### src/rtl/rr_trace_hb_decoder_if.sv
// Trace-unit read stream, end-completion pulses and decoded-unit output bundle for the
// happen-before decoder. The slave modport is the decoder's view.
interface rr_trace_hb_decoder_if #(
  parameter int unsigned LOGB_CHANNEL_CNT = 4,
  parameter int unsigned LOGE_CHANNEL_CNT = 4,
  parameter int unsigned LOGB_DATA_WIDTH  = 512,
  parameter int unsigned OFFSET_WIDTH     = 10
);
  localparam int unsigned FullWidth = LOGB_CHANNEL_CNT + LOGE_CHANNEL_CNT + LOGB_DATA_WIDTH;

  logic                        in_valid;
  logic                        in_ready;
  logic [FullWidth-1:0]        in_data;
  logic [OFFSET_WIDTH-1:0]     in_len;
  logic [LOGE_CHANNEL_CNT-1:0] loge_done;
  logic                        out_valid;
  logic                        out_ready;
  logic [LOGB_CHANNEL_CNT-1:0] out_logb;
  logic [LOGB_DATA_WIDTH-1:0]  out_data;
  logic [OFFSET_WIDTH-1:0]     out_len;
  logic [LOGE_CHANNEL_CNT-1:0] pending_loge;
  logic [31:0]                 stall_cycles;
  logic                        hb_err;
  logic                        len_err;

  modport slave (
    input  in_valid, in_data, in_len, loge_done, out_ready,
    output in_ready, out_valid, out_logb, out_data, out_len, pending_loge, stall_cycles,
           hb_err, len_err
  );

  modport master (
    output in_valid, in_data, in_len, loge_done, out_ready,
    input  in_ready, out_valid, out_logb, out_data, out_len, pending_loge, stall_cycles,
           hb_err, len_err
  );
endinterface

### src/rtl/rr_trace_hb_decoder.sv
// Replay-side happen-before decoder: holds each trace unit until every transaction end it
// names has been banked as a credit, then releases its logb mask and payload.
module rr_trace_hb_decoder #(
  parameter int unsigned LOGB_CHANNEL_CNT = 4,
  parameter int unsigned LOGE_CHANNEL_CNT = 4,
  parameter int unsigned LOGB_DATA_WIDTH  = 512,
  parameter int unsigned OFFSET_WIDTH     = 10
) (
  input logic                  clk,
  input logic                  rst,
  rr_trace_hb_decoder_if.slave bus
);
  localparam int unsigned LB = LOGB_CHANNEL_CNT;
  localparam int unsigned LE = LOGE_CHANNEL_CNT;
  localparam int unsigned DW = LOGB_DATA_WIDTH;
  localparam int unsigned OW = OFFSET_WIDTH;
  localparam logic [OW-1:0] HdrLen = OW'(LB + LE);

  typedef enum logic [1:0] {StIdle, StWait, StIssue} state_e;

  state_e          state_q, state_d;
  logic [LB-1:0]   logb_q;
  logic [LE-1:0]   req_q;
  logic [DW-1:0]   data_q;
  logic [OW-1:0]   len_q;
  logic [LE-1:0]   credit_q, credit_d;
  logic [31:0]     stall_q, stall_d;
  logic            hb_err_q, hb_err_d;
  logic            len_err_q;
  logic            accept, len_short;
  logic [LE-1:0]   pending, consume;

  assign accept    = bus.in_valid && (state_q == StIdle);
  assign len_short = bus.in_len < HdrLen;

  always_comb begin
    state_d  = state_q;
    pending  = '0;
    consume  = '0;
    unique case (state_q)
      StIdle:  if (accept) state_d = StWait;
      StWait: begin
        pending = req_q & ~credit_q;
        if (pending == '0) begin
          consume = req_q;
          state_d = StIssue;
        end
      end
      StIssue: if (bus.out_ready) state_d = StIdle;
      default: state_d = StIdle;
    endcase

    // A consumed credit re-armed by a same-cycle pulse is legal, not an overflow.
    credit_d = (credit_q & ~consume) | bus.loge_done;
    hb_err_d = hb_err_q | (|(bus.loge_done & credit_q & ~consume));

    stall_d = stall_q;
    if ((pending != '0) && (stall_q != '1)) stall_d = stall_q + 32'd1;
  end

  always_ff @(posedge clk or posedge rst) begin
    if (rst) begin
      state_q   <= StIdle;
      logb_q    <= '0;
      req_q     <= '0;
      data_q    <= '0;
      len_q     <= '0;
      credit_q  <= '0;
      stall_q   <= '0;
      hb_err_q  <= 1'b0;
      len_err_q <= 1'b0;
    end else begin
      state_q  <= state_d;
      credit_q <= credit_d;
      stall_q  <= stall_d;
      hb_err_q <= hb_err_d;
      if (accept) begin
        logb_q <= bus.in_data[LB-1:0];
        req_q  <= bus.in_data[LB+LE-1:LB];
        data_q <= bus.in_data[LB+LE+DW-1:LB+LE];
        len_q  <= len_short ? '0 : bus.in_len - HdrLen;
        if (len_short) len_err_q <= 1'b1;
      end
    end
  end

  // Decoded fields only show while the unit is being offered.
  assign bus.in_ready     = (state_q == StIdle);
  assign bus.out_valid    = (state_q == StIssue);
  assign bus.out_logb     = bus.out_valid ? logb_q : '0;
  assign bus.out_data     = bus.out_valid ? data_q : '0;
  assign bus.out_len      = bus.out_valid ? len_q : '0;
  assign bus.pending_loge = pending;
  assign bus.stall_cycles = stall_q;
  assign bus.hb_err       = hb_err_q;
  assign bus.len_err      = len_err_q;
endmodule

### src/flat_wrapper.sv
// flat-port wrapper written by rule: the top's interface ports become plain ports
module rr_trace_hb_decoder_flat 
#(
  parameter int unsigned LOGB_CHANNEL_CNT = 4,
  parameter int unsigned LOGE_CHANNEL_CNT = 4,
  parameter int unsigned LOGB_DATA_WIDTH  = 512,
  parameter int unsigned OFFSET_WIDTH     = 10
)
  (clk, rst, bus_in_valid, bus_in_data, bus_in_len, bus_loge_done, bus_out_ready, bus_in_ready, bus_out_valid, bus_out_logb, bus_out_data, bus_out_len, bus_pending_loge, bus_stall_cycles, bus_hb_err, bus_len_err);
  rr_trace_hb_decoder_if #(.LOGB_CHANNEL_CNT(LOGB_CHANNEL_CNT), .LOGE_CHANNEL_CNT(LOGE_CHANNEL_CNT), .LOGB_DATA_WIDTH(LOGB_DATA_WIDTH), .OFFSET_WIDTH(OFFSET_WIDTH)) bus_i ();
  input logic clk;
  input logic rst;
  input wire logic [$bits(bus_i.in_valid)-1:0] bus_in_valid;
  input wire logic [$bits(bus_i.in_data)-1:0] bus_in_data;
  input wire logic [$bits(bus_i.in_len)-1:0] bus_in_len;
  input wire logic [$bits(bus_i.loge_done)-1:0] bus_loge_done;
  input wire logic [$bits(bus_i.out_ready)-1:0] bus_out_ready;
  output wire logic [$bits(bus_i.in_ready)-1:0] bus_in_ready;
  output wire logic [$bits(bus_i.out_valid)-1:0] bus_out_valid;
  output wire logic [$bits(bus_i.out_logb)-1:0] bus_out_logb;
  output wire logic [$bits(bus_i.out_data)-1:0] bus_out_data;
  output wire logic [$bits(bus_i.out_len)-1:0] bus_out_len;
  output wire logic [$bits(bus_i.pending_loge)-1:0] bus_pending_loge;
  output wire logic [$bits(bus_i.stall_cycles)-1:0] bus_stall_cycles;
  output wire logic [$bits(bus_i.hb_err)-1:0] bus_hb_err;
  output wire logic [$bits(bus_i.len_err)-1:0] bus_len_err;
  assign bus_i.in_valid = bus_in_valid;
  assign bus_i.in_data = bus_in_data;
  assign bus_i.in_len = bus_in_len;
  assign bus_i.loge_done = bus_loge_done;
  assign bus_i.out_ready = bus_out_ready;
  assign bus_in_ready = bus_i.in_ready;
  assign bus_out_valid = bus_i.out_valid;
  assign bus_out_logb = bus_i.out_logb;
  assign bus_out_data = bus_i.out_data;
  assign bus_out_len = bus_i.out_len;
  assign bus_pending_loge = bus_i.pending_loge;
  assign bus_stall_cycles = bus_i.stall_cycles;
  assign bus_hb_err = bus_i.hb_err;
  assign bus_len_err = bus_i.len_err;
  rr_trace_hb_decoder #(.LOGB_CHANNEL_CNT(LOGB_CHANNEL_CNT), .LOGE_CHANNEL_CNT(LOGE_CHANNEL_CNT), .LOGB_DATA_WIDTH(LOGB_DATA_WIDTH), .OFFSET_WIDTH(OFFSET_WIDTH)) u_core (.clk(clk), .rst(rst), .bus(bus_i));
endmodule
### config.mk
export PLATFORM = sky130hd
export DESIGN_NAME = rr_trace_hb_decoder_flat
export DESIGN_NICKNAME = d
export VERILOG_FILES = /design/src/rtl/rr_trace_hb_decoder_if.sv /design/src/rtl/rr_trace_hb_decoder.sv /design/src/flat_wrapper.sv
export SDC_FILE = /design/constraint.sdc
export NUM_CORES = 2
export LEC_CHECK = 0
export CORE_AREA = 3 3 424 426
export CTS_BUF_LIST = sky130_fd_sc_hd__clkbuf_2 sky130_fd_sc_hd__clkbuf_4 sky130_fd_sc_hd__clkbuf_8
export CTS_CLUSTER_SIZE = 28
export DETAILED_ROUTE_END_ITERATION = 6
export DIE_AREA = 0 0 427 429
export PLACE_DENSITY_LB_ADDON = 0.25
export REMOVE_ABC_BUFFERS = 1
export SYNTH_ARGS = -nofsm -noshare
export SYNTH_HDL_FRONTEND = slang
export SYNTH_SLANG_ARGS = --single-unit
### constraint.sdc
create_clock -name clk -period 35.1 [get_ports clk]
set_input_delay 7.02 -clock clk [delete_from_list [all_inputs] [get_ports clk]]
set_output_delay 7.02 -clock clk [all_outputs]
set_load 0.02 [all_outputs]
Word level (Yosys, flattened, before mapping) --
Cells that the tools add are included.
Storage, ports and cells: bits of input ports 538, bits in registers 570
Cells by class: bitwise logic cells 8, equal/unequal tests 6, reduce and logical (&&, ||, !) cells 8, $add $sub $neg 2, muxes and demuxes 11, $lt $le $gt $ge 1
Operators by type and width (count):
- 512-bit 2-to-1 mux | 1
- 32-bit by 1-bit adder with 32-bit output, second input constant | 1
- 32-bit inequality test, second input constant | 1
- 10-bit 2-to-1 mux | 2
- 4-bit bitwise AND | 4
- 4-bit 2-to-1 mux | 4
- 10-bit by 4-bit < comparator with 1-bit output, second input constant | 1
- 10-bit by 4-bit subtractor with 10-bit output, second input constant | 1
- 4-bit NOT | 2
- 2-bit 2-to-1 mux | 3
- 2-bit one-hot mux with 3 select lines | 1
- 4-bit logical NOT | 1
- 2-bit by 1-bit inequality test with 1-bit output, second input constant | 2
- 4-bit bitwise OR | 1
- 4-bit nonzero test | 1
- 4-bit OR reduction | 1
- 3-bit AND reduction | 1
- 2-bit by 1-bit equality test with 1-bit output, second input constant | 1
- 2-bit equality test, second input constant | 1
- 1-bit logical AND | 2
- 2-bit logical NOT | 1
- 2-bit inequality test, second input constant | 1
- 2-bit AND reduction | 1
- 1-bit bitwise OR | 1

Longest topological paths before layout --
depth in word-level cells 9, gate-level depth with buffers 7

Least setup slack after synthesis --
No wires, ideal clock.
path kind register to output, start register u_core.state_q[0], end output port bus_out_data[505], data arrival time 1572 ps, path slack 26508 ps, buffers on the path 3, cell stages (with the launch flop) 6, required time 28080 ps, path through dfrtp_1 nor2b_1 clkbuf_1 clkbuf_1 clkbuf_1 and2_1
Between the ends: longest elaborated chain between the ends 2
RTL lines:
- from (decl) | line rr_trace_hb_decoder.sv:21 | state_e state_q, state_d;
- from (signal assigned) | line rr_trace_hb_decoder.sv:63 | state_q <= StIdle;
- from (signal assigned) | line rr_trace_hb_decoder.sv:73 | state_q <= state_d;
- 2-bit equality test | line rr_trace_hb_decoder.sv:89 | assign bus.out_valid = (state_q == StIssue);
- named net bus_out_valid | line flat_wrapper.sv:19 | output wire logic [$bits(bus_i.out_valid)-1:0] bus_out_valid;
- 512-bit 2-to-1 mux | line rr_trace_hb_decoder.sv:91 | assign bus.out_data = bus.out_valid ? data_q : '0;
- to (decl) | line flat_wrapper.sv:21 | output wire logic [$bits(bus_i.out_data)-1:0] bus_out_data;
The timed path passes the listed nets, and every way through them passes these cells.

Worst setup path in the final report --
start register u_core.state_q[0], end output port bus_out_data[127]
Between the ends: longest elaborated chain between the ends 2
RTL lines (line):
- 2-bit equality test | rr_trace_hb_decoder.sv:89
- 512-bit 2-to-1 mux | rr_trace_hb_decoder.sv:91
Every way passes these cells.

==> results.md <==
* Outcome: finished clean
* Count leader, synth: nand2_1
* Mapped Area at 0.0253 mm2
* Worst clock skew at 58.7 ps
* Leak at 19.2 nW
* Initial antenna violation count at 38
* Min Tclk post-route at around 12000 ps
* Site Rows at between 150 and 200
* Sequential power share at 0.359
* Total track usage at 0.137
* Post-synthesis register bit count at 570
* Worst-Margin Slew at 1120 ps
* Asr flop ratio synth at 1.00
* Worst setup margin at ~23000 ps
* Core area at 0.176 mm2
* Fillers at around 19000
* Post-synth cell types at 41
* Avg WL per Cell at roughly 20 um
* Vias at 23500
* Clock root buffer: clkbuf_8
* Largest net degree at the start of global routing at 180
* Bufs on Longest Clock Path at 3
* Area grow syn2layout at 64.5%
* Starting Density at 0.144
* Sequential element share of the synthesized area at 0.563
* Fmax at approximately 86 MHz
* Post-CTS Setup Repair Bufs at 0
* RR Startpoint: u_core.state_q[0]$_DFFE_PP0P_
* Die width at 427 um
* Post-Place Setup Slack at around 24000 ps
* Switch share at 0.394
* Synthesized instance count at 3018
* Via density at 3.60
* Synth Area per Inst at 8.39 um2
* Post_cts resized at 0
* Hold Startpoint: u_core.data_q[219]$_DFFE_PP0P_
* Max-cap violation count at 0
* Vias in the first global route at 23900
* Hold crit path type: reg2reg
* Final hold vios at 0
* CP endpoint kind: primary output
* ANT nets after route at 0
* Die area at about 0.18 mm2
* Final TNS setup at 0 ps
* Final Max Tran Viols at 0
* CP startpoint: u_core.state_q[0]$_DFFE_PP0P_
* IO buf count at 1103
* CTS tree: yes
* Design Power at 3.23 mW
* Worst EP required at 28080 ps
* Clock transition at path regs at 60 ps
* DRC errors left at 0
* Relative max-transition margin at 0.254
* Worst skew pair latency at 840 ps
* DRT iter0 DRCs at 1259
* RSZ-0062 raised after global routing: no
* Post-synth EDFFs at 0
* Synth top cells by count: nand2_1, dfrtp_1, and2_1, clkbuf_1, xnor2_1
* Global placer's final weighted congestion at 0.889
* Synth top area share at 0.563
* DRT Pass-1 Iters at 6
* Worst path arrival time at between 4000 and 5000 ps
* Num Clock Sinks at 570
* Critical Path Fanout Max at 70
* Fraction of layout cells with a size suffix above 1 at 0.0624
* Die Y at 429 um
* Clk pwr share at 0.256
* Internal at 1.95 mW
* Comb pwr share at 0.385
* Detailed Place HPWL at 96600 um
* Yosys warnings at 0
* Final wirelength at approximately 130000 um
* Most used DFF post-synth: dfrtp_1
* First-pass GRT wire length at 182000 um
* GR Overflow Total at 0
* Pwr/cell area at approximately 77 mW/mm2
* Tcrit/Tclk final at 0.331
* Final net count at roughly 4600
* Area leader, netlist: dfrtp_1
* # setup viols final at 0
* Total CTS buffers at 118
* IR drop worst, VDD at 0.0424 mV
* Crit Path Class: reg2out
* Psw at approximately 1.3 mW
* Io pins at ~1100
* Startpoint Class: flip-flop
* Hold buffer count at cts at 0
* Synth area leaders: dfrtp_1, nand2_1, and2_1
* H-tree depth at 3
-- cells by family after synthesis --
family                     Yosys count  share of synthesized area
and+or+nand+nor                   2198                      0.388
DFF                                570                      0.563
buffers and inverters              188                     0.0280
xor gates and xnor gates            32                     0.0117
AOI/OAI and AO/OA                   24                    0.00662
muxes                                4                    0.00163
adders and majority gates            2                   0.000988
-- registers in the layout, indices dropped and copies added, names as in the netlist --
name / cells
u_core.bus.hb_err: 1
u_core.bus.len_err: 1
u_core.bus.stall_cycles: 32
u_core.credit_q: 4
u_core.data_q: 512
u_core.len_q: 10
u_core.logb_q: 4
u_core.req_q: 4
u_core.state_q: 2
-- power groups by stage --
stage,sequential [mW],combinational (mW),clock (mW)
floorplan,1.06,0.864,0
finish,1.16,1.24,0.827
CTS,1.16,1.27,0.866
global placement,1.17,1.26,0
global route,1.20,1.37,0.892
detailed placement,1.17,1.26,0
-- cell type report --
class                           instances  area, um2  area share
Antenna cell                           18       45.0     0.00108
Clock buffer                          194       2380      0.0572
Clock inverter                         22        368     0.00883
Inverter                                7       33.8    0.000811
Multi-Input combinational cell       2260      10400       0.249
Sequential cell                       570      14300       0.342
Tap cell                             2340       2930      0.0703
Timing Repair Buffer                 1129      11300       0.271
-- metrics by stage --
stage / cells / instance area (um2) / utilization / hold slack, ps
floorplan: 2837 / 24600 / - / 437
finish: 6540 / 41700 / 0.237 / 460
global placement: 6306 / 38900 / 0.221 / 448
CTS: 6522 / 41600 / 0.236 / 467
global route: 6538 / 41700 / 0.237 / 478
detailed placement: 6306 / 38900 / 0.221 / 454
-- final timing paths --
path,end,slack [ps],depth (start not counted)
setup / recovery,bus_out_data[127],23480,5
hold / removal,u_core.data_q[219]$_DFFE_PP0P_,460,2
setup reg to reg,u_core.data_q[12]$_DFFE_PP0P_,31270,7
hold reg to reg,u_core.data_q[219]$_DFFE_PP0P_,460,2
max in group asynchronous,u_core.data_q[204]$_DFFE_PP0P_,25410,5
min in group asynchronous,u_core.data_q[460]$_DFFE_PP0P_,6750,2
-- layer usage --
layer / part of all wire / track usage
met1: 0.41 / 0.164
met2: 0.50 / 0.233
met3: 0.070 / 0.0375
met4: 0.025 / 0.0488
met5: 0.000085 / 0
-- worst max-delay path, cell delays in order, from the launching register on --
cell             delay [ps]
dfrtp_1                 430
nor2b_4                 780
buf_4                   670
buf_4                   660
and2_1                  230
clkdlybuf4s50_1         720
-- cell usage in the layout (no fill, tap or decap), drive strengths merged, types with 8 or more instances in the layout --
cell | netlist | routed
inv | 7 | 8
nor2 | 14 | 14
diode | 0 | 18
nand4 | 13 | 13
clkbuf | 179 | 194
buf | 2 | 26
bufinv | 0 | 9
and2 | 528 | 528
nor3 | 10 | 10
nand2 | 1578 | 1578
clkinv | 0 | 8
nand3 | 18 | 18
and3 | 8 | 8
clkdlybuf4s50 | 0 | 1103
xnor2 | 20 | 20
xor2 | 12 | 12
dfrtp | 570 | 570
No activity file was read; power rests on OpenSTA's default activity.
